File: src/rtl/line_refill.sv
// Cache line refill engine: streams an 8-word line from main memory into the
// data array, then commits the tag/valid entry and pulses done.
//
// state | meaning
// IDLE  | waiting for start; line address latched on acceptance
// FILL  | issuing 8 reads and writing returned words into the data array
// TAG   | one-cycle tag/valid write after all data words are in place
// DONE  | one-cycle completion pulse, then back to IDLE
module line_refill #(
  parameter int MEM_LAT = 1
) (
  input  logic        clk,
  input  logic        rst,
  input  logic [31:0] CPU_addr,
  input  logic        start,
  output logic        main_mem_en,
  output logic [12:0] main_mem_addr,
  input  logic [31:0] main_mem_dout,
  output logic [31:0] cache_data_din,
  output logic        cache_data_we,
  output logic [8:0]  cache_data_addr,
  output logic        tag_we,
  output logic [5:0]  tag_addr,
  output logic [21:0] tag_din,
  output logic        busy,
  output logic        done
);

  typedef enum logic [1:0] {IDLE, FILL, TAG, DONE} state_t;

  state_t               state;
  logic [26:0]          line_q;
  logic [2:0]           issue_cnt;
  logic [2:0]           wr_cnt;
  logic [MEM_LAT-1:0]   vpipe;
  logic                 unused_offset_bits;

  assign unused_offset_bits = ^CPU_addr[4:0];

  // Address outputs are straight register concatenations, so they stay glitch-free.
  assign main_mem_addr   = {line_q[9:0], issue_cnt};
  assign cache_data_addr = {line_q[5:0], wr_cnt};
  assign cache_data_we   = vpipe[MEM_LAT-1];
  assign cache_data_din  = main_mem_dout;

  always_ff @(posedge clk) begin
    if (rst) begin
      state       <= IDLE;
      line_q      <= '0;
      issue_cnt   <= '0;
      wr_cnt      <= '0;
      vpipe       <= '0;
      main_mem_en <= 1'b0;
      tag_we      <= 1'b0;
      tag_addr    <= '0;
      tag_din     <= '0;
      busy        <= 1'b0;
      done        <= 1'b0;
    end else begin
      vpipe[0] <= main_mem_en;
      for (int k = 1; k < MEM_LAT; k++) vpipe[k] <= vpipe[k-1];
      tag_we <= 1'b0;
      done   <= 1'b0;

      case (state)
        IDLE: begin
          if (start) begin
            line_q      <= CPU_addr[31:5];
            issue_cnt   <= '0;
            wr_cnt      <= '0;
            vpipe       <= '0;
            main_mem_en <= 1'b1;
            busy        <= 1'b1;
            state       <= FILL;
          end
        end
        FILL: begin
          if (main_mem_en) begin
            if (issue_cnt == 3'd7) main_mem_en <= 1'b0;
            else                   issue_cnt   <= issue_cnt + 3'd1;
          end
          // Tag commits only after the last data word lands.
          if (cache_data_we) begin
            wr_cnt <= wr_cnt + 3'd1;
            if (wr_cnt == 3'd7) begin
              state    <= TAG;
              tag_we   <= 1'b1;
              tag_addr <= line_q[5:0];
              tag_din  <= {1'b1, line_q[26:6]};
            end
          end
        end
        TAG: begin
          done  <= 1'b1;
          state <= DONE;
        end
        DONE: begin
          busy  <= 1'b0;
          state <= IDLE;
        end
        default: state <= IDLE;
      endcase
    end
  end

endmodule
File: config.mk
export PLATFORM = sky130hd
export DESIGN_NAME = line_refill
export DESIGN_NICKNAME = d
export VERILOG_FILES = /design/src/rtl/line_refill.sv
export SDC_FILE = /design/constraint.sdc
export NUM_CORES = 1
export LEC_CHECK = 0
export BUFFER_PORTS_ARGS = -buffer_cell sky130_fd_sc_hd__buf_2
export CAP_MARGIN = 20
export CORE_ASPECT_RATIO = 1.4
export CORE_MARGIN = 4
export CORE_UTILIZATION = 45
export DETAILED_ROUTE_END_ITERATION = 8
export GPL_TIMING_DRIVEN = 0
export PLACE_DENSITY_LB_ADDON = 0.15
export SLEW_MARGIN = 30
export SYNTH_ARGS = -nofsm -noshare
export SYNTH_HDL_FRONTEND = slang
export SYNTH_SLANG_ARGS = --single-unit
export TNS_END_PERCENT = 10
File: constraint.sdc
create_clock -name clk -period 1.96 [get_ports clk]
set_input_delay 0.196 -clock clk [delete_from_list [all_inputs] [get_ports clk]]
set_output_delay 0.196 -clock clk [all_outputs]
set_load 0.02 [all_outputs]
==> impl_metrics.toml <==
[yosys]
synthTopCellsByArea = "dfxtp_1, nand2_1, buf_4"
synthArstFlopShare = 0
syn-num-nets = 440
yosysSeqAreaShare = 0.460
syn_area_per_cell_um2 = 8.13
synth_seq_cells = 68
yosys-top-cells-count = "nand2_1, dfxtp_1, a21oi_1"
syn_inst = 364
synth_edf_count = 0
yosysUniqueCellTypes = 31
synth_top_area_share = 0.460
synthFlopType = "dfxtp_1"
synth_top_cell_by_area = "dfxtp_1"
synth_area_mm2 = 0.00296
yosys_warnings = 0
post-synth-top-count-cell = "nand2_1"

[job]
maxCapViolCount = 0

[setup_path]
path_delay_family = "buffers and inverters"
cp-start-kind = "flip-flop"
cp_max_fo = 10
cpMostUsedCell = "nand2_1"
crit_buf_inv = 3
worstPathRequired_ns = 2.23
crit_slowest_cell = "dfxtp_1"
cp-end-kind = "flip-flop"
rrSetupSlack_ns = 0.07
worstPathArrival_ns = 2.15
max_stage_delay_ns = 0.42
worstPathCellList = "inv_1 > ha_1 > buf_4 > nand2_1 > clkbuf_1 > nand2_1 > a21oi_1"
worstSetupPathType = "reg -> reg"

[place]
gp_congestion = 0.772
dp_hpwl_um = 5440
pre_cts_ws_ns = 0.0605
io_buffers = 115
dp_cells = 551

[timing]
worst_pin_slew_ns = 0.509
grt_setup_unrepaired = "yes"
clock.fmax_mhz = 530
min_period_over_period = 0.963
setup_tns_ns = 0
finalClockSkew_ns = 0.00815
min_period_ns = 1.89
slew_headroom = 0.661
hold_viol = 0
hold_ws_ns = 0.0945
final.setup.worst_slack_ns = 0.0735
finalSetupViolCount = 0
finalMaxSlewViolations = 0

[layout]
multi_input_area_mm2 = 0.00114
fill_cells = 631
areaGrowthSynthToFinish_pct = 28.5
regArea_mm2 = 0.00136
fin_cells = 567
nNetsFinal = 566
post-route-util = 0.604
drive_gt1_frac = 0.388
num_antenna_cells = 0

[routing]
wire_per_inst_um = 12.6
dr.pass1.iters = 4
drcViolationCount = 0
routed_wl_um = 7140
vias_per_cell = 4.76
drt-initial-drc-count = 99
ant_nets = 0
dr_total_vias = 2699

[cts]
cts_resized = 0
cts.sinks = 68
cts_root_buf = "clkbuf_8"
htreeDepth = 3
clkSlewWorstSetupHoldPaths_ns = 0.07
tritoncts = "done"
clock_latency_ns = 0.34
postCtsSetupBuffers = 0
cts_hold_buf = 0
cts_made_buffers = 9
cts_buffer_depth = 2

[global_routing]
grt_first_pass_wirelength_um = 11800
globalRouteOverflowTotal = 0
antenna_found_initial = 0
grt_pass1_vias = 2557
grt_max_degree = 12
grt_usage = 0.182

[die]
io_pins = 154
start_util = 0.470
row_count = 34
die_area_mm2 = 0.00796
core_area_mm2 = 0.00630
die_h_um = 104
fp.dieW_um = 76.5

[pwr]
power_density_mw_per_mm2 = 1010
leakagePower_nw = 1.83
ir_drop_mv = 0.602

[run_status]
status = "finished, final reports clean"

[worst_hold_path]
hp-class = "in -> reg"
==> placed cells by master, fill, tap and decap left out <==
| master | netlist | routed |
|---|---|---|
| a21o_1 | 2 | 2 |
| nor3_1 | 1 | 1 |
| clkbuf_1 | 10 | 11 |
| o211a_1 | 1 | 1 |
| mux2i_2 | 1 | 1 |
| o311ai_0 | 3 | 3 |
| nand2b_1 | 4 | 4 |
| clkinvlp_4 | 0 | 2 |
| ha_1 | 9 | 9 |
| nand3_1 | 2 | 1 |
| o31ai_1 | 2 | 2 |
| a21oi_1 | 56 | 56 |
| buf_2 | 9 | 124 |
| mux2_2 | 1 | 1 |
| clkbuf_2 | 0 | 1 |
| or3_4 | 1 | 1 |
| nor2b_1 | 7 | 7 |
| clkinv_2 | 0 | 2 |
| or4_1 | 1 | 1 |
| nand3b_1 | 1 | 1 |
| dfxtp_1 | 68 | 68 |
| and4_1 | 1 | 1 |
| nand3_2 | 0 | 1 |
| o21ai_0 | 6 | 6 |
| nor2_1 | 3 | 3 |
| nand4_1 | 1 | 1 |
| nand4b_1 | 1 | 1 |
| buf_4 | 49 | 49 |
| a31oi_1 | 1 | 1 |
| and3_1 | 1 | 1 |
| inv_1 | 4 | 4 |
| and2_1 | 2 | 2 |
| nand2_1 | 114 | 114 |
| mux2i_1 | 1 | 1 |
| clkbuf_8 | 0 | 10 |
| a32o_1 | 1 | 1 |
==> worst paths after layout <==
check,from,end,depth (start not counted)
setup / recovery,state[0],line_q[9],7
hold / removal,CPU_addr[13],line_q[8],3
setup reg to reg,state[0],line_q[9],7
hold reg to reg,line_q[24],tag_din[18],2
==> cells by family after synthesis <==
group / after synthesis / synth area share
DFF: 68 / 0.460
AOI/OAI and AO/OA: 72 / 0.133
buffers and inverters: 72 / 0.157
and+or+nand+nor: 140 / 0.200
adders and majority gates: 9 / 0.0381
muxes: 3 / 0.0118
==> state kept, by name (all words and copies together), names as in the netlist <==
name           flops
busy               1
line_q            27
state              2
wr_cnt             3
done               1
main_mem_en        1
tag_addr           6
cache_data_we      1
tag_din           22
tag_we             1
issue_cnt          3
==> through the flow <==
stage / instance area (um2) / power, W
6_report: 3800 / 0.00384
5_1_grt: 3800 / 0.00409
4_1_cts: 3790 / 0.00389
3_5_place_dp: 3620 / 0.00288
3_3_place_gp: 3620 / 0.00285
2_1_floorplan: 2960 / 0.00254
==> worst reg2reg max path, stage by stage (launching register included) <==
cell	delay, ns
dfxtp_1	0.42
inv_1	0.09
ha_1	0.20
buf_4	0.16
nand2_1	0.29
clkbuf_1	0.40
nand2_1	0.11
a21oi_1	0.15
==> final cells by class <==
class | instances | area share
Sequential cell | 68 | 0.358
Multi-Input combinational cell | 224 | 0.299
Timing Repair Buffer | 115 | 0.151
Buffer | 68 | 0.119
Clock buffer | 12 | 0.0382
Tap cell | 72 | 0.0237
Clock inverter | 4 | 0.00658
Inverter | 4 | 0.00395
==> metal layers <==
layer,vias to the layer above,part of all wire,wire [um],track usage
li1,1389,-,-,-
met4,0,0.021,149,0.0777
met1,1214,0.40,2840,0.208
met3,12,0.056,398,0.0425
met5,-,0,0,0
met2,84,0.53,3750,0.319
==> report_power, final <==
part	switching, W	internal, W	leakage, nW
registers	0.000110	0.00154	0.553
clock network	0.000508	0.000490	0.0824
logic	0.000693	0.000502	1.19
total	0.00131	0.00253	1.83
Power figures use the tool's default switching activity.
